File: config.mk
export PLATFORM = sky130hd
export DESIGN_NAME = alu_share_arbiter
export DESIGN_NICKNAME = d
export VERILOG_FILES = /design/src/rtl/alu_share_arbiter.sv
export SDC_FILE = /design/constraint.sdc
export NUM_CORES = 1
export LEC_CHECK = 0
export CORE_MARGIN = 5
export CORE_UTILIZATION = 35
export DETAILED_ROUTE_END_ITERATION = 8
export PLACE_DENSITY = 0.84
export SETUP_SLACK_MARGIN = 0.15
export SLEW_MARGIN = 0
export SYNTH_ARGS = -nofsm -noshare
export SYNTH_HDL_FRONTEND = slang
export SYNTH_SLANG_ARGS = --single-unit
File: constraint.sdc
create_clock -name clk -period 6.1 [get_ports clk]
set_input_delay 1.22 -clock clk [delete_from_list [all_inputs] [get_ports clk]]
set_output_delay 1.22 -clock clk [all_outputs]
set_load 0.005 [all_outputs]
File: src/rtl/alu_share_arbiter.sv
`default_nettype none
// ============================================================================
// Module   : alu_share_arbiter
// Purpose  : Arbitrates two requesters onto one shared multi-cycle ALU and
//            returns the captured result to the granted requester.
// Options  : define ALU_ARB_ROUND_ROBIN_EN for round-robin arbitration
//            (default build is fixed priority, requester 0 wins).
// Revision : 1.0  initial release
// ============================================================================
module alu_share_arbiter #(
  parameter int BASE_CYCLES = 1,
  parameter int MUL_CYCLES  = 2,
  parameter int DIV_CYCLES  = 3
) (
  input  logic        clk,
  input  logic        reset,
  input  logic        req0_valid,
  output logic        req0_ready,
  input  logic [31:0] req0_data1,
  input  logic [31:0] req0_data2,
  input  logic [5:0]  req0_select,
  input  logic        req1_valid,
  output logic        req1_ready,
  input  logic [31:0] req1_data1,
  input  logic [31:0] req1_data2,
  input  logic [5:0]  req1_select,
  output logic        rsp0_valid,
  input  logic        rsp0_ready,
  output logic        rsp1_valid,
  input  logic        rsp1_ready,
  output logic [31:0] rsp_result,
  output logic [31:0] alu_data1,
  output logic [31:0] alu_data2,
  output logic [5:0]  alu_select,
  input  logic [31:0] alu_result,
  output logic        busy
);

  localparam logic [3:0] c_base_cnt = 4'(BASE_CYCLES);
  localparam logic [3:0] c_mul_cnt  = 4'(MUL_CYCLES);
  localparam logic [3:0] c_div_cnt  = 4'(DIV_CYCLES);

  typedef enum logic [1:0] {
    S_IDLE = 2'd0,
    S_EXEC = 2'd1,
    S_RESP = 2'd2
  } state_t;

  state_t      r_state;
  state_t      w_state_nxt;
  logic [31:0] r_data1;
  logic [31:0] r_data2;
  logic [5:0]  r_select;
  logic        r_gnt_id;
  logic [3:0]  r_cnt;
  logic [31:0] r_result;

  logic        w_idle;
  logic        w_grant0;
  logic        w_grant1;
  logic        w_accept;
  logic        w_accept_id;
  logic        w_rsp_hs;
  logic        w_capture;
  logic [31:0] w_sel_data1;
  logic [31:0] w_sel_data2;
  logic [5:0]  w_sel_select;

  function automatic logic [3:0] f_latency(input logic [5:0] sel);
    if (sel[5:2] == 4'b0011) begin
      return c_div_cnt;
    end else if (sel[5:2] == 4'b0010) begin
      return c_mul_cnt;
    end else begin
      return c_base_cnt;
    end
  endfunction

`ifdef ALU_ARB_ROUND_ROBIN_EN
  // r_last_id = 1 means requester 1 was granted most recently
  logic r_last_id;

  always_comb begin
    w_grant0 = 1'b0;
    w_grant1 = 1'b0;
    if (req0_valid && req1_valid) begin
      w_grant0 = r_last_id;
      w_grant1 = ~r_last_id;
    end else begin
      w_grant0 = req0_valid;
      w_grant1 = req1_valid;
    end
  end

  always_ff @(posedge clk or posedge reset) begin
    if (reset) begin
      r_last_id <= 1'b1;
    end else if (w_accept) begin
      r_last_id <= w_accept_id;
    end
  end
`else
  assign w_grant0 = req0_valid;
  assign w_grant1 = req1_valid & ~req0_valid;
`endif

  // Reset gates READY directly so it drops without waiting for a clock
  assign w_idle      = (r_state == S_IDLE);
  assign req0_ready  = w_idle & w_grant0 & ~reset;
  assign req1_ready  = w_idle & w_grant1 & ~reset;
  assign w_accept    = req0_ready | req1_ready;
  assign w_accept_id = req1_ready;
  assign w_rsp_hs    = (r_state == S_RESP) & (r_gnt_id ? rsp1_ready : rsp0_ready);

  assign w_sel_data1  = w_accept_id ? req1_data1  : req0_data1;
  assign w_sel_data2  = w_accept_id ? req1_data2  : req0_data2;
  assign w_sel_select = w_accept_id ? req1_select : req0_select;

  always_comb begin
    w_state_nxt = r_state;
    w_capture   = 1'b0;
    rsp0_valid  = 1'b0;
    rsp1_valid  = 1'b0;
    busy        = (r_state != S_IDLE);
    case (r_state)
      S_IDLE: begin
        if (w_accept) begin
          w_state_nxt = S_EXEC;
        end
      end
      S_EXEC: begin
        if (r_cnt == 4'd1) begin
          w_capture   = 1'b1;
          w_state_nxt = S_RESP;
        end
      end
      S_RESP: begin
        rsp0_valid = ~r_gnt_id;
        rsp1_valid = r_gnt_id;
        if (w_rsp_hs) begin
          w_state_nxt = S_IDLE;
        end
      end
      default: begin
        w_state_nxt = S_IDLE;
      end
    endcase
  end

  always_ff @(posedge clk or posedge reset) begin
    if (reset) begin
      r_state  <= S_IDLE;
      r_data1  <= 32'd0;
      r_data2  <= 32'd0;
      r_select <= 6'd0;
      r_gnt_id <= 1'b0;
      r_cnt    <= 4'd0;
      r_result <= 32'd0;
    end else begin
      r_state <= w_state_nxt;
      if (w_accept) begin
        r_data1  <= w_sel_data1;
        r_data2  <= w_sel_data2;
        r_select <= w_sel_select;
        r_gnt_id <= w_accept_id;
        r_cnt    <= f_latency(w_sel_select);
      end else if (r_state == S_EXEC) begin
        r_cnt <= r_cnt - 4'd1;
      end
      if (w_capture) begin
        r_result <= alu_result;
      end
    end
  end

  assign alu_data1  = r_data1;
  assign alu_data2  = r_data2;
  assign alu_select = r_select;
  assign rsp_result = r_result;

endmodule
`default_nettype wire

# ---- Word-level counts from Yosys, hierarchy flattened
# Cells that the tools add are included.
dict set report word_totals {
  reg_bits 109
  out_inout_bits 107
}
dict set report op_classes {
  n_reduce_logical 4
  add_sub_neg 1
  bitwise 10
  n_mux 16
  eq_ne 8
}
# operator n
set ops {}
lappend ops {{32-bit 2-to-1 mux} 2}
lappend ops {{2-bit 2-to-1 mux} 5}
lappend ops {{4-bit by 2-bit == test with 1-bit output, second input constant} 2}
lappend ops {{4-bit 2-to-1 mux} 2}
lappend ops {{1-bit bitwise AND} 6}
lappend ops {{6-bit 2-to-1 mux} 1}
lappend ops {{2-bit one-hot mux with 3 select lines} 1}
lappend ops {{1-bit 2-to-1 mux} 5}
lappend ops {{4-bit by 1-bit == test with 1-bit output, second input constant} 1}
lappend ops {{2-bit inequality test, second input constant} 2}
lappend ops {{2-bit nonzero test} 2}
lappend ops {{4-bit by 1-bit subtractor with 4-bit output, second input constant} 1}
lappend ops {{1-bit inverter} 3}
lappend ops {{3-bit AND reduction} 1}
lappend ops {{2-bit by 1-bit == test with 1-bit output, second input constant} 1}
lappend ops {{2-bit == test, second input constant} 1}
lappend ops {{2-bit zero test} 1}
lappend ops {{2-bit by 1-bit inequality test with 1-bit output, second input constant} 1}
lappend ops {{1-bit bitwise OR} 1}

# ---- Logic depth before layout (Yosys ltp)
dict set report depth {
  word_depth 9
  ltp_mapped 7
}

# ---- Least setup slack after synthesis
# Ideal clock, no wire load.
dict set report synth_path {
  path_kind {input-to-output}
  start {input port req0_valid}
  end {output port req1_ready}
  arrival_ns 1.773
  n_path_buf 2
  path_stages 4
  required_time_ns 4.880
  slack_ns 3.107
  path_cell_list {nand2b_1 > buf_2 > buf_2 > nor2_1}
}
dict set report synth_between {
  elab_chain_len 4
}
# element line
set synth_lines {}
lappend synth_lines {{start, declared} 17} ;# input logic req0_valid,
lappend synth_lines {{1-bit inverter} 104} ;# assign w_grant1 = req1_valid & ~req0_valid;
lappend synth_lines {{1-bit bitwise AND} 104}
lappend synth_lines {{1-bit bitwise AND (2 in series)} 110} ;# assign req1_ready = w_idle & w_grant1 & ~reset;
lappend synth_lines {{end, declared} 23} ;# output logic req1_ready,
# No other way between the ends.

# ---- Final worst setup path
dict set report layout_path {
  start {input port reset}
  end {output port req1_ready}
}
dict set report layout_between {
  elab_chain_len 2
}
# element line
set layout_lines {}
lappend layout_lines {{start, declared} 16} ;# input logic reset,
lappend layout_lines {{1-bit inverter} 110}
lappend layout_lines {{1-bit bitwise AND} 110}
# No other way between the ends.

==> flow_summary.yaml <==
route:
  totalWireLength_um: 15100
  num_vias: 3822
  dr.pass1.iters: 4
  wire_per_inst_um: 18.5
  drc_violation_total_after_the_first_tritonroute_iteration: 150
  drt.antenna.violating_nets: 0
  post_drt_via_cell_ratio: 4.68
  drc: 0
layout:
  filler_cell_count: 1229
  area_delta_synth_final_pct: 59.0
  sequential_cell_area_um2: 2730
  utilization_pct: 56.9
  layout.cell_area.non_filler_um2: 8640
  num-nets-final: 805
  antenna-diode-count: 0
  drive_gt1_share_pct: 15.9
  final_cells: 817
  area_of_combinational_cells_with_multiple_inputs_um2: 2490
timing:
  hold_slack_ns: 0.484
  tns_ns: 0
  achievable-frequency_mhz: 244
  pin_slew_with_the_least_headroom_to_its_limit_ns: 0.900
  skew_ns: 0.00907
  fin_crit_ns: 4.09
  rsz_0062_raised_after_global_routing: "no"
  period_share_pct: 67.1
  setup_ws_ns: 2.01
  report.final.setup_viol: 0
  finalHoldViolations: 0
  slew_viol_final: 0
  maxSlewHeadroom_pct: 40.0
clocking:
  clock_tree_from_tritoncts: "done"
  number_of_buffers_inserted_by_post_cts_setup_repair: 0
  tritoncts_num_sinks: 109
  cts_made_buffers: 9
  post_cts_hold_buffer_count: 0
  clk-insertion-delay-late_ns: 0.34
  clkSlewWorstSetupHoldPaths_ns: 0.07
  cts.repair.resized: 0
  cts-htree-levels: 3
  clk_path_buf_depth: 2
  clock_root_cell: "clkbuf_16"
setup_path:
  timing_worst_setup_path_type: "input port to output port"
  start_kind: "input port"
  setup.worst_path.end_class: "output port"
  critPathArrivalTime_ns: 2.87
  worst-path-max-fanout: 5
  cp_data_required_time_ns: 4.88
synth:
  ys_async_sr_fraction_pct: 100
  most_frequent_cells_after_synthesis: "109 x dfrtp_1, 96 x mux2_1, 67 x mux2_4"
  synthMostInstantiatedCell: "dfrtp_1"
  synth.yosys.warnings: 0
  syn_nets: 524
  synth_edf_count: 0
  synth_seq_cells: 109
  synth.cell_area_um2: 5440
  synth_cells: 344
  ys_top_cells_by_area: "dfrtp_1 50%, mux2_1 20%, mux2_4 18%"
  number_of_library_cell_types_mapped_by_synthesis: 36
  yosysTopAreaCellShare_pct: 50.2
  syn_avg_cell_area_um2: 15.8
  post-synth-top-area-cell: "dfrtp_1"
  synthFlopType: "dfrtp_1"
  yosysSeqAreaShare_pct: 50.2
run:
  maxCapViolations: 0
power_and_ir_drop:
  leakagePower_nw: 3.61
  fin_total_pwr_mw: 3.64
  max-vdd-ir-drop_mv: 0.227
  power.density_nw_per_um2: 421
global_routing:
  pin_count_of_the_biggest_net_entering_global_routing: 70
  global_route.usage.total_pct: 16.6
  grt_first_pass_wirelength_um: 23800
  grt_antenna_before_repair: 0
  global_route.overflow_total: 0
  via_count_of_the_first_global_routing_pass: 4459
placed_design:
  placed_cells: 802
  dp_slack_ns: 2.01
  hpwl_um: 11900
  placer_congestion_estimate: 0.727
  port-buffer-count: 284
  placed_cell_area_um2: 8350
floorplanning:
  dieArea_um2: 18100
  die_w_um: 135
  placement_rows: 45
  io_pins: 285
  placeableCoreArea_um2: 15200
  floorplan.initialDensity_pct: 35.8
  die_height_um: 135
status:
  outcome: "finished clean"
min_path:
  hold_class: "flip-flop to flip-flop"
-- where the power goes --
| group | internal (mW) | switching (mW) | total, mW |
|---|---|---|---|
| sequential | 1.10 | 0.228 | 1.32 |
| combinational | 1.21 | 0.524 | 1.74 |
| clock | 0.329 | 0.254 | 0.582 |
-- registers in the layout (all words and copies together) (netlist names) --
register / count
r_state: 2
rsp_result: 32
r_gnt_id: 1
r_cnt: 4
alu_select: 6
alu_data2: 32
alu_data1: 32
-- final cells by class --
class	count	area share, %
well taps	188	2.72
multi-input cells	212	28.8
clock buffers	12	2.85
inverters	4	0.203
repair buffers	289	33.3
flip-flops and latches	109	31.6
clock inverters	3	0.536
-- per-layer routing --
layer  vias to the layer above  GRT usage (%)  wire [um]
li1                       1794              -          -
met1                      1844           18.4       5750
met2                       155           30.2       7910
met3                        29           4.55       1050
met4                         0           5.94        393
met5                         -              0          0
-- final timing paths --
| kind | from | endpoint | slack [ns] | cells after the start |
|---|---|---|---|---|
| max | reset | req1_ready | 2.01 | 4 |
| min | rsp_result[1] | rsp_result[1] | 0.48 | 1 |
| max reg2reg | r_state[1] | alu_data1[30] | 3.81 | 4 |
| min reg2reg | rsp_result[1] | rsp_result[1] | 0.48 | 1 |
| max in group asynchronous | reset | alu_data2[16] | 3.44 | 3 |
| min in group asynchronous | reset | r_state[1] | 1.37 | 2 |
-- logic make-up after synthesis --
| group | Yosys count | share of synthesized area, % |
|---|---|---|
| compound gates | 13 | 1.89 |
| xor+xnor | 1 | 0.161 |
| fa+ha+maj | 2 | 0.460 |
| buf+inv | 23 | 4.21 |
| flops | 109 | 50.2 |
| mux | 171 | 40.0 |
| simple gates | 25 | 3.11 |
-- placed cells by master, fill, tap and decap left out, types with 2 or more instances in the layout --
master / instances
dfrtp_1: 109
a21oi_1: 3
buf_4: 5
mux2_4: 67
o21ai_0: 2
nand2b_1: 2
nor3_1: 2
clkdlybuf4s50_1: 284
nand3b_1: 2
clkbuf_16: 9
ha_1: 2
mux2_1: 96
nor2_1: 6
inv_1: 3
clkbuf_1: 2
nor2b_1: 2
mux2_2: 7
-- worst max-delay path, stage by stage --
cell             delay, ns
clkdlybuf4s50_1       0.52
or3_4                 0.49
nor2_1                0.11
clkdlybuf4s50_1       0.53
Power figures use the tool's default switching activity.
